===== config.mk =====
export PLATFORM = sky130hd
export DESIGN_NAME = issue_arbiter
export DESIGN_NICKNAME = d
export VERILOG_FILES = /design/src/rtl/tortoise_pkg.sv /design/src/rtl/rr_pick.sv /design/src/rtl/issue_arbiter.sv
export SDC_FILE = /design/constraint.sdc
export NUM_CORES = 1
export LEC_CHECK = 0
export BUFFER_PORTS_ARGS = -buffer_cell sky130_fd_sc_hd__clkbuf_2
export CAP_MARGIN = 20
export CORE_AREA = 2 2 101 64
export CTS_CLUSTER_DIAMETER = 30
export DETAILED_ROUTE_END_ITERATION = 8
export DIE_AREA = 0 0 103 66
export PLACE_DENSITY_LB_ADDON = 0.3
export SLEW_MARGIN = 20
export SYNTH_ARGS = -nofsm -noshare
export SYNTH_HDL_FRONTEND = slang
export SYNTH_SLANG_ARGS = --single-unit

===== constraint.sdc =====
create_clock -name clk_i -period 3.26 [get_ports clk_i]
set_input_delay 0.815 -clock clk_i [delete_from_list [all_inputs] [get_ports clk_i]]
set_output_delay 0.815 -clock clk_i [all_outputs]
set_load 0.005 [all_outputs]

===== src/rtl/tortoise_pkg.sv =====
// Shared types for the issue path: the scoreboard entry and the issue arbiter port limit.
package tortoise_pkg;

  localparam int ISSUE_ARB_MAX_PORTS = 8;

  typedef struct packed {
    logic        valid;
    logic [31:0] pc;
    logic [7:0]  op;
    logic [4:0]  rd;
  } scoreboard_entry_t;

endpackage


===== src/rtl/rr_pick.sv =====
// Combinational round-robin pick: lowest requesting index at or above ptr, wrapping below it.
module rr_pick #(
  parameter  int N  = 2,
  localparam int IW = (N > 1) ? $clog2(N) : 1
) (
  input  logic [N-1:0]  req,
  input  logic [IW-1:0] ptr,
  output logic [N-1:0]  gnt,
  output logic [IW-1:0] gnt_idx,
  output logic          any
);

  int          idx;
  logic [IW-1:0] sel;

  // Scan from the farthest offset back to ptr so the nearest requester wins.
  always_comb begin
    gnt     = '0;
    gnt_idx = '0;
    any     = 1'b0;
    idx     = 0;
    sel     = '0;
    for (int k = N - 1; k >= 0; k--) begin
      idx = int'(ptr) + k;
      if (idx >= N) idx = idx - N;
      sel = IW'(idx);
      if (req[sel]) begin
        gnt      = '0;
        gnt[sel] = 1'b1;
        gnt_idx  = sel;
        any      = 1'b1;
      end
    end
  end

endmodule


===== src/rtl/issue_arbiter.sv =====
// Round-robin issue arbiter feeding a one-entry output buffer towards the scoreboard.
// Optional per-port grant counters are built when ISSUE_ARB_PERF_EN is defined.
module issue_arbiter
  import tortoise_pkg::*;
#(
  parameter  int NR_PORTS = 2,
  localparam int PW       = (NR_PORTS > 1) ? $clog2(NR_PORTS) : 1
) (
  input  logic                         clk_i,
  input  logic                         rst_i,
  input  logic                         flush_i,
  input  logic                         debug_mode_i,
  input  logic [NR_PORTS-1:0]          req_valid_i,
  input  scoreboard_entry_t [NR_PORTS-1:0] req_instr_i,
  output logic [NR_PORTS-1:0]          req_pop_o,
  input  logic                         sb_ready_i,
  output logic                         sb_valid_o,
  output scoreboard_entry_t            sb_instr_o,
`ifdef ISSUE_ARB_PERF_EN
  output logic [NR_PORTS-1:0][31:0]    perf_grant_cnt_o,
`endif
  output logic [PW-1:0]                sb_port_o
);

  // Handshake: an entry moves to the scoreboard in any cycle where sb_valid_o and
  // sb_ready_i are both high; a source is popped in the cycle its req_pop_o bit is
  // high, which only happens while its req_valid_i bit is high.

  logic              buf_valid_q;
  scoreboard_entry_t buf_instr_q;
  logic [PW-1:0]     buf_port_q;
  logic [PW-1:0]     rr_q;

  logic [NR_PORTS-1:0] pick_gnt;
  logic [PW-1:0]       pick_idx;
  logic                pick_any;
  logic                load_en;
  logic                grant;

  rr_pick #(.N(NR_PORTS)) u_rr_pick (
    .req     (req_valid_i),
    .ptr     (rr_q),
    .gnt     (pick_gnt),
    .gnt_idx (pick_idx),
    .any     (pick_any)
  );

  // The buffer can take a new entry when empty or when its current entry leaves now.
  assign load_en    = ~buf_valid_q | sb_ready_i;
  assign grant      = load_en & ~flush_i & ~debug_mode_i & ~rst_i & pick_any;
  assign req_pop_o  = grant ? pick_gnt : '0;
  assign sb_valid_o = buf_valid_q & ~debug_mode_i;
  assign sb_instr_o = buf_instr_q;
  assign sb_port_o  = buf_port_q;

  always_ff @(posedge clk_i or posedge rst_i) begin
    if (rst_i) begin
      buf_valid_q <= 1'b0;
      buf_instr_q <= '0;
      buf_port_q  <= '0;
      rr_q        <= '0;
    end else begin
      if (flush_i) begin
        buf_valid_q <= 1'b0;
      end else if (!debug_mode_i) begin
        if (grant) begin
          buf_valid_q <= 1'b1;
          buf_instr_q <= req_instr_i[pick_idx];
          buf_port_q  <= pick_idx;
        end else if (sb_ready_i) begin
          buf_valid_q <= 1'b0;
        end
      end
      if (grant) begin
        rr_q <= (pick_idx == PW'(NR_PORTS - 1)) ? '0 : pick_idx + PW'(1);
      end
    end
  end

`ifdef ISSUE_ARB_PERF_EN
  logic [NR_PORTS-1:0][31:0] perf_cnt_q;

  always_ff @(posedge clk_i or posedge rst_i) begin
    if (rst_i) begin
      perf_cnt_q <= '0;
    end else if (grant) begin
      for (int p = 0; p < NR_PORTS; p++) begin
        if (pick_gnt[p]) perf_cnt_q[p] <= perf_cnt_q[p] + 32'd1;
      end
    end
  end

  assign perf_grant_cnt_o = perf_cnt_q;
`else
  // Counters are not built in this configuration.
`endif

endmodule

# Yosys cells after proc, flatten, opt, wreduce, memory -nomap -nowiden
# Index checks and enable logic that the tools add are counted.
[word_totals] reg_bits=49 input_bits=99 elab_cells=58 out_inout_bits=50
[op_classes] reduce_logical=5 addsub=4 n_lt_le_gt_ge=7 n_mux=24 bitwise_logic=10 n_eq_ne=1
[ops] cell="two-way mux 46 bit" n=2
[ops] cell="two-way mux 1 bit" n=17
[ops] cell="< comparator 1 x 2 -> 1 bit, second input constant" n=3
[ops] cell="two-way mux 2 bit" n=3
[ops] cell="bitwise AND 1 bit" n=5
[ops] cell="NOT 1 bit" n=4
[ops] cell="AND reduction 3 bit" n=1
[ops] cell="nonzero test 3 bit" n=1
[ops] cell="adder 1 x 1 -> 2 bit, second input constant" n=1
[ops] cell="demux 1 bit (select 1 bit)" n=2
[ops] cell=">= comparator 1 bit, second input constant" n=2
[ops] cell=">= comparator 1 x 2 -> 1 bit, second input constant" n=1
[ops] cell=">= comparator 2 bit, second input constant" n=1
[ops] cell="logical AND 1 bit" n=2
[ops] cell="inequality test 2 bit, second input constant" n=1
[ops] cell="AND reduction 2 bit" n=1
[ops] cell="subtractor 1 bit, second input constant" n=2
[ops] cell="adder 1 bit, second input constant" n=1
[ops] cell="OR 1 bit" n=1

# Logic depth before layout (Yosys ltp)
[logic_depth] word_depth=11 depth_mapped=5 ltp_nobuf=3

# Cells and area by module
# Synthesis repeated with hierarchy kept, for this count alone.
[hier_totals] cells_unflattened=170 hier_area_um2=2497.4
[by_module_without_submodules] module="issue_arbiter" cells_each=165 instances=1 area_each_um2=2464.9 seq_area_each_um2=1226.2
[by_module_without_submodules] module="rr_pick" cells_each=5 instances=1 area_each_um2=32.5 seq_area_each_um2=0.0

# Worst setup path after synthesis
# OpenSTA, ideal clock, no wires.
[synth_timing] path_type="input -> output" from="input flush_i" to="output req_pop_o[0]" slack_ns=0.865 n_path_buf=1 path_stages=4 required_ns=2.445 t_arrival_ns=1.580 path_cell_list="nor3_2 clkbuf_1 nand3_1 nor2_1"
[synth_via] elab_chain_cells=6
[synth_rtl] item="start, declared" line="issue_arbiter.sv:11" rtl="input logic flush_i,"
[synth_rtl] item="NOT 1 bit (no source line)"
[synth_rtl] item="bitwise AND 1 bit (4 in a row)" line="issue_arbiter.sv:50" rtl="assign grant = load_en & ~flush_i & ~debug_mode_i & ~rst_i & pick_any;"
[synth_rtl] item="two-way mux 2 bit" line="issue_arbiter.sv:51" rtl="assign req_pop_o = grant ? pick_gnt : '0;"
[synth_rtl] item="end, declared" line="issue_arbiter.sv:15" rtl="output logic [NR_PORTS-1:0] req_pop_o,"
# Every way passes these cells.

# Worst setup path in the final report
[layout_timing] from="input req_valid_i[1]" to="output req_pop_o[0]"
[layout_via] elab_chain_cells=6 word_cells_on_any_way=10 cone_classes="9 x mux; 1 x bitwise"
[layout_rtl] item="start, declared" line="issue_arbiter.sv:13" rtl="input logic [NR_PORTS-1:0] req_valid_i,"
[layout_rtl] item="two-way mux 1 bit (not written as such) (2 in a row)" line="rr_pick.sv:27" rtl="if (req[sel]) begin"
[layout_rtl] item="two-way mux 1 bit (2 in a row)" line="rr_pick.sv:27"
[layout_rtl] item="bitwise AND 1 bit" line="issue_arbiter.sv:50"
[layout_rtl] item="two-way mux 2 bit (*)" line="issue_arbiter.sv:51"
# Mark *: on every way between the ends. The rest lies on a longest branch, timed or not. The select of a mux whose other input is x is not followed.

==> reports/results.ini <==
[status]
run_status = completed

[clock_network]
ctsLongestPathBuffers = 2
cts_resized = 0
clk_pin_slew_worst_paths_ns = 0.09
numCtsBuffers = 5
cts_setup_buffers = 0
ctsHoldBuffers = 0
insertion_delay_ns = 0.30
htree_levels = 2
cts.sinks = 49
cts-root-buf = clkbuf_8
cts_tree = done

[timing]
fin_tns_setup_ns = 0
worstMarginPinSlew_ns = 0.860
fin_ws_ns = 0.753
post-route-period-util = 0.769
finalCriticalPeriod_ns = 2.51
finalHoldViolations = 0
rsz0062_at_grt = no
finalClockSkew_ns = 0.0111
slew_headroom = 0.427
setup_violations = 0
maxSlewViolCount = 0
fmax_mhz = 399

[final_layout]
drive_gt1_frac = 0.417
nets = 513
n_antenna_cell = 0
final_cells = 499
stdcell_area_um2 = 3540
area_growth_pct = 30.3

[routing]
wirelength_um = 8240
drtPass1Iterations = 4
ant_nets = 0
first_iter_violations = 227
drc_errors = 0
vias_per_cell = 5.87
via_count = 2931
wl_per_cell_um = 16.5

[min_path]
holdPathStages = 1
hold_path_end = sb_port_o$_DFFE_PP0P_
min_from = sb_port_o$_DFFE_PP0P_
hp-class = reg -> reg

[logic_synthesis]
synth_area_leader_cell = dfrtp_1
synth_edf_count = 0
yosys.area.top_type_share = 0.452
ys_types = 21
netlist_area_um2 = 2710
yosysSeqAreaShare = 0.452
yosysWarnings = 0
synth_top_flop_cell = dfrtp_1
postSynthCellCount = 291
syn_nets = 390
syn_avg_cell_area_um2 = 9.33
synthTopCellsByArea = dfrtp_1, a31oi_1, nand3b_1, o21ai_0, clkbuf_1
synthArstFlopShare = 1.00
synth-seq-cells = 49

[floorplanning]
die_area_um2 = 6800
pin_count = 149
core_area_um2 = 5890
rows = 22
die_y_um = 66
die_x_um = 103
initial_utilization = 0.461

[grt]
grt_pass1_vias = 2695
grt_pass1_wl_um = 12800
antenna_found_initial = 0
grt.overflow.total = 0
grt_max_degree = 56
grt.total_usage = 0.239

[setup_path]
rrSetupSlack_ns = 1.27
critPathCaptureType = output port
r2r-start = buf_valid_q$_DFFE_PP0P_
critical_path_arrival_ns = 1.69
worstPathRequired_ns = 2.44
startpoint_type = input pin
worstSetupPathType = in -> out
crit_fanout = 15
r2r_cells = 5
rr_endpoint = sb_instr_o[32]$_DFFE_PP0P_

[placed_design]
gp_congestion = 0.829
portBuffers = 148
dp_slack_ns = 0.465
dp_hpwl_um = 5490
dpl.cell_count = 491
placed_cell_area_um2 = 3420

[flow_run]
drv_cap = 0

[power_and_ir_drop]
power_density_nw_per_um2 = 528
leakagePower_uw = 0.00158
p_total_uw = 1870
ir_drop_v = 0.000262

## cells by family (layout without fill, tap and decap cells)
| kind of cell | Yosys count | count (layout) | share of synthesized area |
|---|---|---|---|
| flip-flops | 49 | 49 | 0.452 |
| buffers and inverters | 42 | 166 | 0.0811 |
| AO/OA/AOI/OAI | 138 | 138 | 0.297 |
| AND/OR/NAND/NOR | 60 | 60 | 0.162 |
| multiplexers | 2 | 2 | 0.00830 |
## state kept, by name (all words and copies together) (netlist names)
signal and cells:
sb_port_o 1, rr_q 1, sb_instr_o 46, buf_valid_q 1
## through the flow
step	utilization	hold WS [ns]
final	0.600	0.553
after global placement	0.580	0.514
after floorplan	-	0.495
after detailed placement	0.580	0.526
after global routing	0.600	0.563
after CTS	0.600	0.548
## cell type report
| class | count | area (µm²) |
|---|---|---|
| fillers | 549 | 2350 |
| well taps | 84 | 105 |
| clock inverters | 2 | 37.5 |
| multi-input cells | 200 | 1280 |
| repair buffers | 156 | 801 |
| clock buffers | 6 | 82.6 |
| flip-flops and latches | 49 | 1230 |
| inverters | 2 | 8.76 |
## critical path: stages
cell and delay, ns:
clkbuf_2 0.23, or2_2 0.35, nand3_1 0.13, nor2_1 0.05, clkbuf_2 0.11
## layer usage
metal  vias to the layer above  global-route usage  routed length (µm)
met5                         -                   0                   0
met1                      1395               0.337                3610
li1                       1375                   -                   -
met4                         0              0.0691                  82
met3                        10              0.0539                 774
met2                       151               0.368                3780
## synthesized netlist by cell type, types with 2 or more instances
cell type   n
a31oi_1    92
dfrtp_1    49
nand3b_1   47
o21ai_0    46
clkbuf_1   21
buf_2       8
buf_6       5
buf_4       4
nand2b_1    3
nor2_1      3
buf_1       2
mux2_2      2
## power by group
group	internal, µW	switching (µW)	leakage [µW]	total (µW)
sequential	751	87.8	0.000552	839
combinational	287	287	0.000966	574
clock	250	205	0.0000574	454
total	1290	579	0.00158	1870
## worst max-delay path by stage
stage,to,cells past startpoint,start
2_1_floorplan,req_pop_o[0],4,flush_i
3_3_place_gp,sb_instr_o[34]$_DFFE_PP0P_,6,req_valid_i[1]
3_5_place_dp,sb_instr_o[32]$_DFFE_PP0P_,6,req_valid_i[1]
4_1_cts,req_pop_o[0],5,req_valid_i[1]
5_1_grt,req_pop_o[0],6,req_valid_i[0]
6_report,req_pop_o[0],5,req_valid_i[1]
## placed cells by master (no fill, tap or decap), drive strengths merged, types with 2 or more instances in the layout
master	n
clkbuf	154
a31oi	92
dfrtp	49
nand3b	47
o21ai	46
buf	8
nor2	3
nand2b	3
mux2	2
nor2b	2
Power figures use the tool's default switching activity.
